File: src/rtl/pipeline_ctrl.sv
// pipeline_ctrl: hazard and sequencing controller for a 5-stage RV32I pipeline.
// It drives the PC and pipeline-register enables and flushes, resolves load-use
// interlocks and branch/jump squashes, and waits on data memory through a
// req/ack handshake that has a timeout. It also keeps stall and flush counters.
// The enables and flushes are combinational so that they take effect with zero
// latency. The FSM state, the timeout counter, err and the counters are registered.
module pipeline_ctrl #(
  parameter int MEM_TIMEOUT = 16,
  parameter int CNT_W       = 32
) (
  input  logic             clk,
  input  logic             rst_n,
  input  logic [4:0]       id_rs1,
  input  logic [4:0]       id_rs2,
  input  logic             id_uses_rs1,
  input  logic             id_uses_rs2,
  input  logic [4:0]       ex_rd,
  input  logic             ex_is_load,
  input  logic             ex_wr_reg_n,
  input  logic             ex_redirect,
  input  logic             mem_req,
  input  logic             dmem_ack,
  output logic             dmem_req,
  output logic             pc_en,
  output logic             if_id_en,
  output logic             id_ex_en,
  output logic             ex_mem_en,
  output logic             mem_wb_en,
  output logic             if_id_flush,
  output logic             id_ex_flush,
  output logic             ex_mem_flush,
  output logic             mem_wb_flush,
  output logic             err,
  output logic [CNT_W-1:0] stall_cnt,
  output logic [CNT_W-1:0] flush_cnt
);

  typedef enum logic [1:0] {
    ST_RUN      = 2'd0,
    ST_MEM_WAIT = 2'd1,
    ST_ERROR    = 2'd2
  } state_t;

  localparam bit          TO_EN   = (MEM_TIMEOUT != 0);
  localparam logic [15:0] TO_LAST = 16'(MEM_TIMEOUT - 1);

  state_t      state_r;
  state_t      state_nxt_s;
  logic [15:0] wait_cnt_r;
  logic [15:0] wait_cnt_nxt_s;
  logic        err_r;
  logic        err_nxt_s;
  logic [CNT_W-1:0] stall_cnt_r;
  logic [CNT_W-1:0] flush_cnt_r;

  logic hold_s;       // memory stall is holding the whole pipeline this cycle
  logic active_s;     // normal hazard resolution applies this cycle
  logic lu_hit_s;     // raw load-use dependency between EX and ID
  logic redirect_s;   // redirect squash applied this cycle
  logic load_use_s;   // load-use interlock applied this cycle

  // Source-register match: x0 is never a real dependency.
  function automatic logic src_hit(input logic uses, input logic [4:0] rs, input logic [4:0] rd);
    src_hit = uses && (rs == rd) && (rd != 5'd0);
  endfunction

  // Hazard decode and priority: ERROR > memory hold > redirect > load-use.
  always_comb begin
    lu_hit_s   = ex_is_load && !ex_wr_reg_n &&
                 (src_hit(id_uses_rs1, id_rs1, ex_rd) || src_hit(id_uses_rs2, id_rs2, ex_rd));
    hold_s     = ((state_r == ST_RUN) && mem_req && !dmem_ack) ||
                 ((state_r == ST_MEM_WAIT) && !dmem_ack);
    active_s   = (state_r != ST_ERROR) && !hold_s;
    redirect_s = active_s && ex_redirect;
    load_use_s = active_s && !ex_redirect && lu_hit_s;
  end

  // State, wait counter, error flag and performance counters.
  always_ff @(posedge clk or negedge rst_n) begin
    if (!rst_n) begin
      state_r     <= ST_RUN;
      wait_cnt_r  <= 16'd0;
      err_r       <= 1'b0;
      stall_cnt_r <= '0;
      flush_cnt_r <= '0;
    end else begin
      state_r    <= state_nxt_s;
      wait_cnt_r <= wait_cnt_nxt_s;
      err_r      <= err_nxt_s;
      if (!pc_en) begin
        stall_cnt_r <= stall_cnt_r + {{(CNT_W-1){1'b0}}, 1'b1};
      end else begin
        stall_cnt_r <= stall_cnt_r;
      end
      if (redirect_s) begin
        flush_cnt_r <= flush_cnt_r + {{(CNT_W-1){1'b0}}, 1'b1};
      end else begin
        flush_cnt_r <= flush_cnt_r;
      end
    end
  end

  // Next-state logic: enter MEM_WAIT on a stall, leave it on ack, time out to ERROR.
  always_comb begin
    state_nxt_s    = state_r;
    wait_cnt_nxt_s = wait_cnt_r;
    err_nxt_s      = err_r;
    case (state_r)
      ST_RUN: begin
        if (mem_req && !dmem_ack) begin
          state_nxt_s    = ST_MEM_WAIT;
          wait_cnt_nxt_s = 16'd0;
        end else begin
          state_nxt_s    = ST_RUN;
        end
      end
      ST_MEM_WAIT: begin
        if (dmem_ack) begin
          state_nxt_s    = ST_RUN;
          wait_cnt_nxt_s = 16'd0;
        end else if (TO_EN && (wait_cnt_r == TO_LAST)) begin
          state_nxt_s    = ST_ERROR;
          err_nxt_s      = 1'b1;
        end else begin
          wait_cnt_nxt_s = wait_cnt_r + 16'd1;
        end
      end
      ST_ERROR: begin
        state_nxt_s = ST_ERROR;
        err_nxt_s   = 1'b1;
      end
      default: begin
        state_nxt_s    = ST_RUN;
        wait_cnt_nxt_s = 16'd0;
      end
    endcase
  end

  // Output decode: zero-latency enables and flushes from the state, the inputs and rst_n.
  always_comb begin
    dmem_req     = 1'b0;
    pc_en        = 1'b0;
    if_id_en     = 1'b0;
    id_ex_en     = 1'b0;
    ex_mem_en    = 1'b0;
    mem_wb_en    = 1'b0;
    if_id_flush  = 1'b0;
    id_ex_flush  = 1'b0;
    ex_mem_flush = 1'b0;
    mem_wb_flush = 1'b0;
    if (!rst_n) begin
      if_id_flush  = 1'b1;
      id_ex_flush  = 1'b1;
      ex_mem_flush = 1'b1;
      mem_wb_flush = 1'b1;
    end else if (state_r == ST_ERROR) begin
      dmem_req = 1'b0;
    end else if (hold_s) begin
      dmem_req     = mem_req;
      mem_wb_flush = 1'b1;
    end else begin
      dmem_req  = mem_req;
      pc_en     = 1'b1;
      if_id_en  = 1'b1;
      id_ex_en  = 1'b1;
      ex_mem_en = 1'b1;
      mem_wb_en = 1'b1;
      if (redirect_s) begin
        if_id_flush = 1'b1;
        id_ex_flush = 1'b1;
      end else if (load_use_s) begin
        pc_en       = 1'b0;
        if_id_en    = 1'b0;
        id_ex_flush = 1'b1;
      end else begin
        pc_en = 1'b1;
      end
    end
  end

  assign err       = err_r;
  assign stall_cnt = stall_cnt_r;
  assign flush_cnt = flush_cnt_r;

endmodule

File: config.mk
export PLATFORM = sky130hd
export DESIGN_NAME = pipeline_ctrl
export DESIGN_NICKNAME = d
export VERILOG_FILES = /design/src/rtl/pipeline_ctrl.sv
export SDC_FILE = /design/constraint.sdc
export NUM_CORES = 1
export LEC_CHECK = 0
export ABC_AREA = 1
export BUFFER_PORTS_ARGS = -buffer_cell sky130_fd_sc_hd__buf_4
export CAP_MARGIN = 25
export CORE_MARGIN = 5
export CORE_UTILIZATION = 55
export DETAILED_ROUTE_END_ITERATION = 8
export PLACE_DENSITY_LB_ADDON = 0.25
export SLEW_MARGIN = 30
export SYNTH_ARGS = -nofsm -noshare
export SYNTH_HDL_FRONTEND = slang
export SYNTH_SLANG_ARGS = --single-unit
File: constraint.sdc
create_clock -name clk -period 1.9 [get_ports clk]
set_input_delay 0.38 -clock clk [delete_from_list [all_inputs] [get_ports clk]]
set_output_delay 0.38 -clock clk [all_outputs]
set_load 0.02 [all_outputs]
After elaboration in Yosys (flattened, before gate mapping)
Cells that the tools add are included.
Widths: inputs -> output; s select.
{"block": "word_totals", "register_bits": 83, "in_bits": 24, "output_inout_bits": 75, "elab_cells": 79}
{"block": "op_classes", "add_sub_neg": 3, "n_eq_ne": 11, "n_mux": 34, "n_bitwise": 1, "n_reduce_logical": 25}
{"operator": "$add 32x1->32 const B", "n": 2}
{"operator": "$mux 16", "n": 3}
{"operator": "$pmux 16 s3", "n": 1}
{"operator": "$mux 1", "n": 26}
{"operator": "$add 16x1->16 const B", "n": 1}
{"operator": "$eq 16x4->1 const B", "n": 1}
{"operator": "$logic_and 1x1->1", "n": 14}
{"operator": "$eq 5x5->1", "n": 2}
{"operator": "$pmux 2 s3", "n": 1}
{"operator": "$reduce_and 3->1", "n": 2}
{"operator": "$reduce_bool 5->1", "n": 1}
{"operator": "$logic_not 1->1", "n": 4}
{"operator": "$mux 2", "n": 2}
{"operator": "$ne 2x1->1 const B", "n": 2}
{"operator": "$ne 2x2->1 const B", "n": 2}
{"operator": "$ne 3x2->1 const B", "n": 1}
{"operator": "$ne 3x3->1 const B", "n": 1}
{"operator": "$eq 2x1->1 const B", "n": 1}
{"operator": "$eq 2x2->1 const B", "n": 1}
{"operator": "$logic_not 2->1", "n": 1}
{"operator": "$logic_or 1x1->1", "n": 2}
{"operator": "$pmux 1 s2", "n": 1}
{"operator": "$reduce_bool 2->1", "n": 1}
{"operator": "$not 1->1", "n": 1}

Logic depth before layout (Yosys ltp)
Gate-level depths: netlist of the first run.
{"block": "depth", "word_depth": 13, "depth_mapped": 12, "mapped_depth_nobuf": 12}

Worst setup path after synthesis of the first run
Ideal clock, no wire load.
{"block": "synth_path", "path_kind": "reg-to-output", "from": "reg state_r[0]", "to": "out pc_en", "t_arrival_ns": 1.674, "t_required_ns": 1.520, "setup_slack_ns": -0.154, "path_stages_with_launch": 12, "n_path_buf": 2, "cell_sequence": "dfrtp_1 inv_2 nor2_4 nand2_1 nand2_1 inv_2 nand2_1 nor2_4 nand2_2 buf_4 inv_1 buf_4"}
{"block": "synth_via", "elab_chain_len": 13, "word_cells_on_any_way": 18, "classes_between": "eq/ne: 3; mux: 5; reduce/logical: 10"}
{"item": "start, declared", "line_no": "47", "text": "state_t state_r;"}
{"item": "start signal, assigned", "line_no": "87", "text": "state_r <= state_nxt_s;"}
{"item": "$logic_not 2->1", "line_no": "71", "text": "hold_s = ((state_r == ST_RUN) && mem_req && !dmem_ack) ||"}
{"item": "$logic_and 1x1->1 (2 in series)", "line_no": "71"}
{"item": "$logic_or 1x1->1", "line_no": "71"}
{"item": "$logic_not 1->1", "line_no": "73", "text": "active_s = (state_r != ST_ERROR) && !hold_s;"}
{"item": "$logic_and 1x1->1", "line_no": "73"}
{"item": "$logic_and 1x1->1 (2 in series)", "line_no": "75", "text": "load_use_s = active_s && !ex_redirect && lu_hit_s;"}
{"item": "$mux 1 (3 in series)"}
{"item": "$mux 1 * (2 in series)"}
{"item": "end, declared", "line_no": "24", "text": "output logic pc_en,"}
Every way passes the cells marked *; elsewhere a longest branch is shown, timed or not.

Final worst setup path of the first run
{"block": "layout_path", "from": "reg state_r[0]", "to": "out ex_mem_en"}
{"block": "layout_via", "elab_chain_len": 7, "word_cells_on_any_way": 10, "classes_between": "eq/ne: 2; mux: 3; reduce/logical: 5"}
{"item": "$logic_not 2->1", "line_no": "71"}
{"item": "$logic_and 1x1->1 (2 in series)", "line_no": "71"}
{"item": "$logic_or 1x1->1", "line_no": "71"}
{"item": "$mux 1", "line_no": "158", "text": "end else if (hold_s) begin"}
{"item": "$mux 1 *", "line_no": "156", "text": "end else if (state_r == ST_ERROR) begin"}
{"item": "$mux 1 *", "line_no": "151", "text": "if (!rst_n) begin"}
{"item": "end, declared", "line_no": "27", "text": "output logic ex_mem_en,"}
Marked as above.

==> metrics.md, run 1 <==
| Metric | Value |
|---|---|
| Status | finished, violations left |
| Violated checks | negative setup slack |
| Gr ovfl total | 0 |
| Asr flop ratio synth | 100% |
| Yosys top cell by area | dfrtp_1 |
| Clock group share of total power | 41.1% |
| CP arrival | 1.67 ns |
| Top-area cell type share of the netlist area | 36.8% |
| Slowest CP cell | dfrtp_1 |
| Die area | 12400 µm² |
| Die width | 111 µm |
| Dpl cells | 1120 |
| CP cell instances | inv_2 -> nor2_4 -> nand2_2 -> nand2_2 -> inv_2 -> nand2_4 -> nor2_4 -> buf_4 -> buf_4 |
| Synth cell types | 27 |
| Root buffer cell | clkbuf_8 |
| Final nets | 1033 |
| Syn Inst Count | 885 |
| DRT antenna net count | 0 |
| Pint | 2.65 mW |
| Initial Util | 55.4% |
| Sequential-to-total area share from yosys stat | 36.8% |
| Std-Cell Rows | 37 |
| Max stage delay on crit path | 0.41 ns |
| Commonest non-fill, non-tap cells in the layout | nand2_1 (367), buf_4 (119), nor2_1 (105), inv_1 (84), dfrtp_1 (83) |
| CP endpoint kind | output pin |
| Synth Net Count | 912 |
| Mean Syn Cell Area | 6.38 µm² |
| 1st-iter DRT viols | 431 |
| Sequential share of power | 51.9% |
| Post-route minimum period | 2.05 ns |
| Final HPWL DP | 11300 µm |
| Fin area | 6970 µm² |
| Worst slack, placed | 0.0743 ns |
| Clock transition at path regs | 0.08 ns |
| Area delta synth->final | 23.4% |
| CP bufs+invs | 4 |
| Slew @ Worst Pin | 0.699 ns |
| FMAX | 0.488 GHz |
| Cell Area, Placed | 6600 µm² |
| Core area | 10200 µm² |
| Main synth FF type | dfrtp_1 |
| Worst path required time | 1.52 ns |
| Clk_skew | 0.0139 ns |
| Final core occ | 68.4% |
| Comb power frac | 7.0% |
| Clock sinks | 83 |
| CP top delay family | buffers and inverters |
| Switching Share | 23.9% |
| Max-cap violations | 0 |
| Number of I/O port buffers | 98 |
| Vias | 5949 |
| Switch Pwr | 833 µW |
| Part of the cycle the worst path needs | 108% |
| Cts bufs inserted | 9 |
| Setup Viol. Count Final | 6 |
| Fin. Hold Viols | 0 |
| Critical Path Fanout Max | 4 |
| Vias in the first global route | 5519 |
| Io pins | 99 |
| Hold WC Path Type | primary input to asynchronous set/reset pin |
| Post-Route WL | 15200 µm |
| #FFs+latches synth | 83 |
| Final cell count without fillers | 1146 |
| Hold_ws | 0.193 ns |
| Largest net degree at the start of global routing | 78 |
| Leakage | 3.50 nW |
| Warnings, synthesis | 0 |
| Die Ht | 111 µm |
| Routability cong. | 1.01 |
| Pwr Total | 3.49 mW |
| Setup_tns | -0.780 ns |
| DR vias/cell | 5.19 |
| Share of layout cells above drive strength 1 | 16.8% |
| Peak VDD IR | 0.000320 V |
| Slew margin rel. | 53.4% |
| CTS tree | done |
| Drt pass-1 iters | 5 |
| Worst skew pair latency | 0.37 ns |
| Number of flops mapped to enable cells by yosys | 0 |
| Clock buffer depth | 2 |
| Unrepaired setup endpoints after global routing | true |
| Global-route wire length before repair | 25800 µm |
| CTS H-Tree Depth | 3 |
| GRT Total Usage | 24.7% |
| Slew Limit Fails | 0 |
| Worst setup margin | -0.151 ns |
| Mean routed wirelength per cell | 13.3 µm |
| PD cells | 500 nW/µm² |
| Top post-synthesis cells by area | dfrtp_1 (37%), nand2_1 (25%), nor2_1 (7.1%) |
| Commonest non-fill, non-tap cell in the layout | nand2_1 |
| Worst Setup Start Kind | register |
| Initial antenna violation count | 0 |
| Residual DRC | 0 |
| Setup CP Type | register to output pin |
| Antenna diodes | 0 |
| Synth Cell Area | 5650 µm² |
[synth_stat cells (2+ instances only)]
cell type / number
o21ai_1: 8
nor2_1: 107
nor2_4: 4
a31oi_1: 2
xnor2_1: 6
buf_4: 7
o21ai_0: 18
nor3_1: 29
xor2_1: 28
clkbuf_1: 4
nand2_2: 3
or2_2: 3
dfrtp_1: 83
inv_1: 85
nand3b_1: 14
nor2_2: 3
inv_2: 6
buf_2: 8
ha_1: 3
nand2_1: 370
nand4_1: 13
nand3_1: 76
[cell families (layout without fill, tap and decap cells)]
kind of cell,count (synthesis),after routing,share of synthesized area [%]
AOI/OAI and AO/OA,30,30,2.77
xor gates and xnor gates,34,34,5.27
adders and majority gates,3,3,0.665
buffers and inverters,110,234,7.96
DFF,83,83,36.8
and+or+nand+nor,625,626,46.5
[final timing paths]
path	slack [ns]	from	end	depth (start not counted)
setup / recovery	-0.15	state_r[0]	ex_mem_en	9
hold / removal	0.19	rst_n	flush_cnt[8]	2
setup reg to reg	0.17	stall_cnt[2]	stall_cnt[31]	9
hold reg to reg	0.49	err	err	1
max in group asynchronous	1.19	rst_n	err	2
min in group clk	0.30	dmem_ack	wait_cnt_r[11]	4
[flip-flops by register name, summed over array words and instances, names as in the netlist]
signal / cells
wait_cnt_r: 16
stall_cnt: 32
state_r: 2
err: 1
flush_cnt: 32
[layer usage]
layer	up-vias	share of wire, %	track usage, %
met2	229	45	39.0
met1	2686	45	35.1
met3	32	7.8	4.31
li1	3002	-	-
met4	0	2.1	7.38
met5	-	0	0
[repair_timing]
item,4_1_cts,5_1_grt
hold buffers,1,0
buffers inserted,7,2
gates resized for setup,5,13
pin swaps,4,2
hold endpoints to repair,6,0
cloned,0,1
endpoints found under the setup margin,7,26
[layout make-up]
class / count / area (µm²)
flip-flops and latches: 83 / 2080
inverters: 91 / 345
clock buffers: 11 / 141
clock inverters: 4 / 75.1
well taps: 136 / 170
multi-input cells: 693 / 3160
repair buffers: 128 / 993
fillers: 939 / 3220
[power by group through the flow]
stage                     logic [mW]  clock network (mW)  registers (mW)
after floorplan               0.0779                   0            1.86
after global placement         0.237                   0            1.84
after detailed placement       0.240                   0            1.84
after CTS                      0.243                1.45            1.81
after global routing           0.275                1.53            1.81
final                          0.245                1.43            1.81
(Power assumes the default switching activity.)
==> run 2: changes to the inputs <==
==> constraint.sdc (replaced) <==
create_clock -name clk -period 1.9 [get_ports clk]
set_input_delay 0.475 -clock clk [delete_from_list [all_inputs] [get_ports clk]]
set_output_delay 0.475 -clock clk [all_outputs]
set_load 0.02 [all_outputs]
==> metrics.md, run 2 (synthesized netlist as in run 1, its figures left out) <==
| Metric | Value |
|---|---|
| Status | finished, violations left (unchanged) |
| Post-route minimum period | 2.13 ns (was 2.05 ns) |
| CP arrival | 1.65 ns (was 1.67 ns) |
| Clock buffer depth | 2 (unchanged) |
| Max stage delay on crit path | 0.45 ns (was 0.41 ns) |
| Io pins | 99 (unchanged) |
| Std-Cell Rows | 37 (unchanged) |
| Cts bufs inserted | 9 (unchanged) |
| Residual DRC | 0 (unchanged) |
| Largest net degree at the start of global routing | 76 (was 78) |
| Unrepaired setup endpoints after global routing | true (unchanged) |
| Met3 WL | 1310 µm (was 1190 µm) |
| Final cell count without fillers | 1153 (was 1146) |
| Worst path required time | 1.42 ns (was 1.52 ns) |
| Crit path from | state_r[0] (unchanged) |
| Reg-to-Reg End | wait_cnt_r[2] (was stall_cnt[31]) |
| Final HPWL DP | 11400 µm (was 11300 µm) |
| DR vias/cell | 5.21 (was 5.19) |
| CP endpoint kind | output pin (unchanged) |
| Pwr Total | 3.56 mW (was 3.49 mW) |
| Routability cong. | 0.953 (was 1.01) |
| FF-to-FF setup slack | 0.13 ns (was 0.17 ns) |
| Leakage | 3.54 nW (was 3.50 nW) |
| Hold_ws | 0.0931 ns (was 0.193 ns) |
| Post-Route WL | 15400 µm (was 15200 µm) |
| 1st-iter DRT viols | 547 (was 431) |
| Clk_skew | 0.0145 ns (was 0.0139 ns) |
| Violated checks | negative setup slack (unchanged) |
| Clock transition at path regs | 0.09 ns (was 0.08 ns) |
| Core area | 10200 µm² (unchanged) |
| Worst Setup Start Kind | register (unchanged) |
| DRT antenna net count | 0 (unchanged) |
| Commonest non-fill, non-tap cells in the layout | nand2_1 (367), buf_4 (128), nor2_1 (105), inv_1 (84), dfrtp_1 (82) (was nand2_1 (367), buf_4 (119), nor2_1 (105), inv_1 (84), dfrtp_1 (83)) |
| Slew Limit Fails | 0 (unchanged) |
| Met2 Routed Length | 7160 µm (was 6840 µm) |
| Antenna diodes | 0 (unchanged) |
| Worst skew pair latency | 0.35 ns (was 0.37 ns) |
| Fin. Hold Viols | 0 (unchanged) |
| Peak VDD IR | 0.000373 V (was 0.000320 V) |
| Initial antenna violation count | 0 (unchanged) |
| Dpl cells | 1131 (was 1120) |
| Final nets | 1039 (was 1033) |
| Drt pass-1 iters | 7 (was 5) |
| Setup CP Type | register to output pin (unchanged) |
| Slowest CP cell | dfrtp_2 (was dfrtp_1) |
| Initial Util | 55.4% (unchanged) |
| Area delta synth->final | 24.3% (was 23.4%) |
| Crit-path most repeated cell | nand2_2 |
| Wl on met1 | 6730 µm (was 6840 µm) |
| Mean routed wirelength per cell | 13.3 µm (about the same) |
| Part of the cycle the worst path needs | 112% (was 108%) |
| Gr ovfl total | 0 (unchanged) |
| Crit path depth | 10 (was 9) |
| Hold WC Path Type | primary input to asynchronous set/reset pin (unchanged) |
| Die Ht | 111 µm (unchanged) |
| Number of I/O port buffers | 98 (unchanged) |
| Worst setup margin | -0.227 ns (was -0.151 ns) |
| Die width | 111 µm (unchanged) |
| Die area | 12400 µm² (unchanged) |
| Share of layout cells above drive strength 1 | 17.7% (was 16.8%) |
| Critical Path Fanout Max | 4 (unchanged) |
| Slew margin rel. | 55.2% (was 53.4%) |
| CTS tree | done (unchanged) |
| Setup Viol. Count Final | 8 (was 6) |
| Vias | 6012 (was 5949) |
| Root buffer cell | clkbuf_8 (unchanged) |
| CP top delay family | simple AND/OR/NAND/NOR gates (was buffers and inverters) |
| Worst Setup EP | if_id_en (was ex_mem_en) |
| CTS H-Tree Depth | 3 (unchanged) |
| Setup_tns | -1.53 ns (was -0.780 ns) |
| R2r worst-path depth | 9 (unchanged) |
| Source of the worst register-to-register timing path | state_r[1] (was stall_cnt[2]) |
| Commonest non-fill, non-tap cell in the layout | nand2_1 (unchanged) |
| Uppermost layer routed | met4 (unchanged) |
| PD cells | 508 nW/µm² (was 500 nW/µm²) |
| Clock sinks | 83 (unchanged) |
| Vias in the first global route | 5583 (was 5519) |
| CP bufs+invs | 4 (unchanged) |
| GRT Total Usage | 24.7% (about the same) |
| Max-cap violations | 0 (unchanged) |
| Slew @ Worst Pin | 0.672 ns (was 0.699 ns) |
| Global-route wire length before repair | 25800 µm (about the same) |
| FMAX | 0.470 GHz (was 0.488 GHz) |
| CP cell instances | inv_2 -> nor2_4 -> nand2_2 -> nand2_2 -> inv_2 -> nand2_4 -> nor2_4 -> nand2_2 -> inv_4 -> buf_6 (was inv_2 -> nor2_4 -> nand2_2 -> nand2_2 -> inv_2 -> nand2_4 -> nor2_4 -> buf_4 -> buf_4) |
-- run 2: power breakdown --
group,switching (mW),internal (mW)
clock network,0.683,0.818
logic,0.146,0.106
registers,0.0249,1.78
total,0.854,2.71
-- run 2: timing repair --
item                                    4_1_cts  5_1_grt
buffers inserted                              3        4
hold endpoints to repair                      0        0
endpoints found under the setup margin        8       11
resized for setup                             6        7
pin swaps                                     1        0
hold buffers                                  0        0
-- run 2: final cells by class --
class | instances | area, µm²
Inverter | 91 | 344
Timing Repair Buffer | 135 | 1040
Sequential cell | 83 | 2080
Clock buffer | 11 | 151
Tap cell | 136 | 170
Clock inverter | 5 | 85.1
Fill cell | 941 | 3170
Multi-Input combinational cell | 692 | 3150
-- run 2: worst min-delay path by stage --
stage               start        endpoint
CTS                 rst_n             err
global route        rst_n  wait_cnt_r[12]
floorplan           rst_n             err
detailed placement  rst_n      state_r[1]
finish              rst_n             err
global placement      err             err
-- run 2: stage by stage --
| step | area, µm² | worst slack (ns) | utilization [%] |
|---|---|---|---|
| after floorplan | 5670 | -0.0516 | - |
| after global placement | 6690 | -0.163 | 65.7 |
| after detailed placement | 6690 | -0.163 | 65.7 |
| after CTS | 6970 | -0.222 | 68.4 |
| after global routing | 7020 | -0.314 | 68.9 |
| final | 7020 | -0.227 | 68.9 |
-- run 2: routing by layer --
| metal | global-route usage, % | vias to the layer above |
|---|---|---|
| li1 | - | 3016 |
| met1 | 33.6 | 2727 |
| met2 | 40.0 | 249 |
| met3 | 5.24 | 20 |
| met4 | 6.73 | 0 |
| met5 | 0 | - |
==> run 3: changes to the inputs <==
- CELL_PAD_IN_SITES_DETAIL_PLACEMENT: unset -> 2
- CELL_PAD_IN_SITES_GLOBAL_PLACEMENT: unset -> 2
- CORE_UTILIZATION: 55 -> 30
==> metrics.md, run 3 (synthesized netlist as in run 1, its figures left out) <==
| Metric | Value |
|---|---|
| Clk_skew | 0.00666 ns (was 0.0145 ns) |
| Die Ht | 147 µm (was 111 µm) |
| Fin. Hold Viols | 0 (unchanged) |
| Root buffer cell | clkbuf_16 (was clkbuf_8) |
| DR vias/cell | 4.99 (was 5.21) |
| Worst skew pair latency | 0.36 ns (was 0.35 ns) |
| Unrepaired setup endpoints after global routing | true (unchanged) |
| PD cells | 522 nW/µm² (was 508 nW/µm²) |
| Worst Setup Start Kind | register (unchanged) |
| Drt pass-1 iters | 4 (was 7) |
| Share of layout cells above drive strength 1 | 20.7% (was 17.7%) |
| Clock sinks | 83 (unchanged) |
| CTS tree | done (unchanged) |
| FMAX | 0.442 GHz (was 0.470 GHz) |
| Fillers | 2274 (was 941) |
| Final cell count without fillers | 1279 (was 1153) |
| CP arrival | 1.79 ns (was 1.65 ns) |
| Gr ovfl total | 0 (unchanged) |
| FF-to-FF setup slack | -0.22 ns (was 0.13 ns) |
| Residual DRC | 0 (unchanged) |
| Final nets | 1067 (was 1039) |
| Vias | 6384 (was 6012) |
| Slew Limit Fails | 0 (unchanged) |
| Worst slack, placed | -0.213 ns (was -0.163 ns) |
| Reg-to-Reg End | state_r[0] (was wait_cnt_r[2]) |
| Commonest non-fill, non-tap cell in the layout | nand2_1 (unchanged) |
| Commonest non-fill, non-tap cells in the layout | nand2_1 (365), buf_4 (137), nor2_1 (102), inv_1 (83), dfrtp_1 (83) (was nand2_1 (367), buf_4 (128), nor2_1 (105), inv_1 (84), dfrtp_1 (82)) |
| Peak VDD IR | 0.000467 V (was 0.000373 V) |
| FF/Latch Area | 2080 µm² (about the same) |
| Vias in the first global route | 6950 (was 5583) |
| Clock buffer depth | 2 (unchanged) |
| Io pins | 99 (unchanged) |
| Worst path required time | 1.42 ns (about the same) |
| Global-route wire length before repair | 37500 µm (was 25800 µm) |
| Hold-fix buffers, CTS | 0 (unchanged) |
| Mean routed wirelength per cell | 18.5 µm (was 13.3 µm) |
| Largest net degree at the start of global routing | 78 (was 76) |
| R2r worst-path depth | 14 (was 9) |
| Antenna diodes | 0 (unchanged) |
| Max-cap violations | 0 (unchanged) |
| CTS H-Tree Depth | 3 (unchanged) |
| Std-Cell Rows | 50 (was 37) |
| 1st-iter DRT viols | 206 (was 547) |
| Area delta synth->final | 34.1% (was 24.3%) |
| Hold WC Path Type | primary input to asynchronous set/reset pin (unchanged) |
| Source of the worst register-to-register timing path | state_r[1] (unchanged) |
| CP endpoint kind | output pin (unchanged) |
| Part of the cycle the worst path needs | 119% (was 112%) |
| Leakage | 3.74 nW (was 3.54 nW) |
| Post-route minimum period | 2.26 ns (was 2.13 ns) |
| Hold_ws | 0.138 ns (was 0.0931 ns) |
| Routability cong. | 0.831 (was 0.953) |
| Number of I/O port buffers | 98 (unchanged) |
| DRT antenna net count | 0 (unchanged) |
| Slew margin rel. | 69.5% (was 55.2%) |
| GRT Total Usage | 21.7% (was 24.7%) |
| Core area | 18600 µm² (was 10200 µm²) |
| Die area | 21700 µm² (was 12400 µm²) |
| Status | finished, violations left (unchanged) |
| Final core occ | 40.6% (was 68.9%) |
| Slew @ Worst Pin | 0.458 ns (was 0.672 ns) |
| Dpl cells | 1246 (was 1131) |
| Die width | 147 µm (was 111 µm) |
| Violated checks | negative setup slack (unchanged) |
| Multi-input logic area | 3200 µm² (was 3150 µm²) |
| Worst setup margin | -0.365 ns (was -0.227 ns) |
| Post-Route WL | 23700 µm (was 15400 µm) |
| Initial antenna violation count | 0 (unchanged) |
| Clock transition at path regs | 0.07 ns (was 0.09 ns) |
| Cts bufs inserted | 9 (unchanged) |
| Setup Viol. Count Final | 9 (was 8) |
| Setup CP Type | register to output pin (unchanged) |
| Final HPWL DP | 16700 µm (was 11400 µm) |
| Critical Path Fanout Max | 3 (was 4) |
| Initial Util | 30.3% (was 55.4%) |
-- run 3: cell count changes in the layout (fill, tap and decap cells not counted), sizes merged --
cell,before,now
clkbuf,11,10
clkinvlp,1,3
buf,135,163
bufinv,2,1
-- run 3: worst max-delay path by stage --
| stage | slack [ns] | startpoint | depth (start not counted) | to |
|---|---|---|---|---|
| floorplan | -0.05 | mem_req | 11 | pc_en |
| global placement | -0.18 | ex_rd[0] | 10 | pc_en |
| detailed placement | -0.21 | dmem_ack | 10 | id_ex_flush |
| CTS | -0.27 | state_r[0] | 9 | id_ex_flush |
| global route | -0.43 | state_r[1] | 9 | id_ex_flush |
| finish | -0.36 | state_r[1] | 9 | id_ex_flush |
-- run 3: area by class of cell --
class | instances | share of cell area (%)
inverters | 91 | 4.55
well taps | 234 | 3.87
multi-input cells | 692 | 42.3
flip-flops and latches | 83 | 27.4
repair buffers | 163 | 17.9
clock buffers | 10 | 3.02
clock inverters | 6 | 0.876
-- run 3: through the flow --
stage	power, mW	setup TNS (ns)	cell area, µm²
6_report	3.95	-2.27	7570
5_1_grt	4.11	-3.11	7570
4_1_cts	3.98	-1.63	7510
3_5_place_dp	2.11	-3.61	6990
3_3_place_gp	2.11	-0.914	6990
2_1_floorplan	1.94	-0.0516	5670
-- run 3: report_power, final --
group          internal [mW]  switching (mW)  leakage [nW]
Sequential              1.78          0.0276          1.10
Clock                   1.02           0.843         0.135
Combinational          0.108           0.169          2.51
-- run 3: timing repair --
action | in CTS | in global routing
setup buffers | 18 | 4
gates resized for setup | 28 | 15
pin swaps | 5 | 5
setup endpoints to repair | 8 | 63
-- run 3: routing by layer --
layer	wire length, µm	global-route usage, %
met3	906	4.07
met5	0	0
met4	270	5.41
met2	11700	37.9
met1	10800	27.7
-- run 3: worst max-delay path: stages, from the launching register on --
cell	delay, ns
dfrtp_1	0.44
nor2_2	0.15
nand2_2	0.09
nand2_2	0.12
buf_6	0.12
nor2_4	0.04
nand2_2	0.07
nand2_2	0.07
a31o_4	0.21
buf_6	0.13
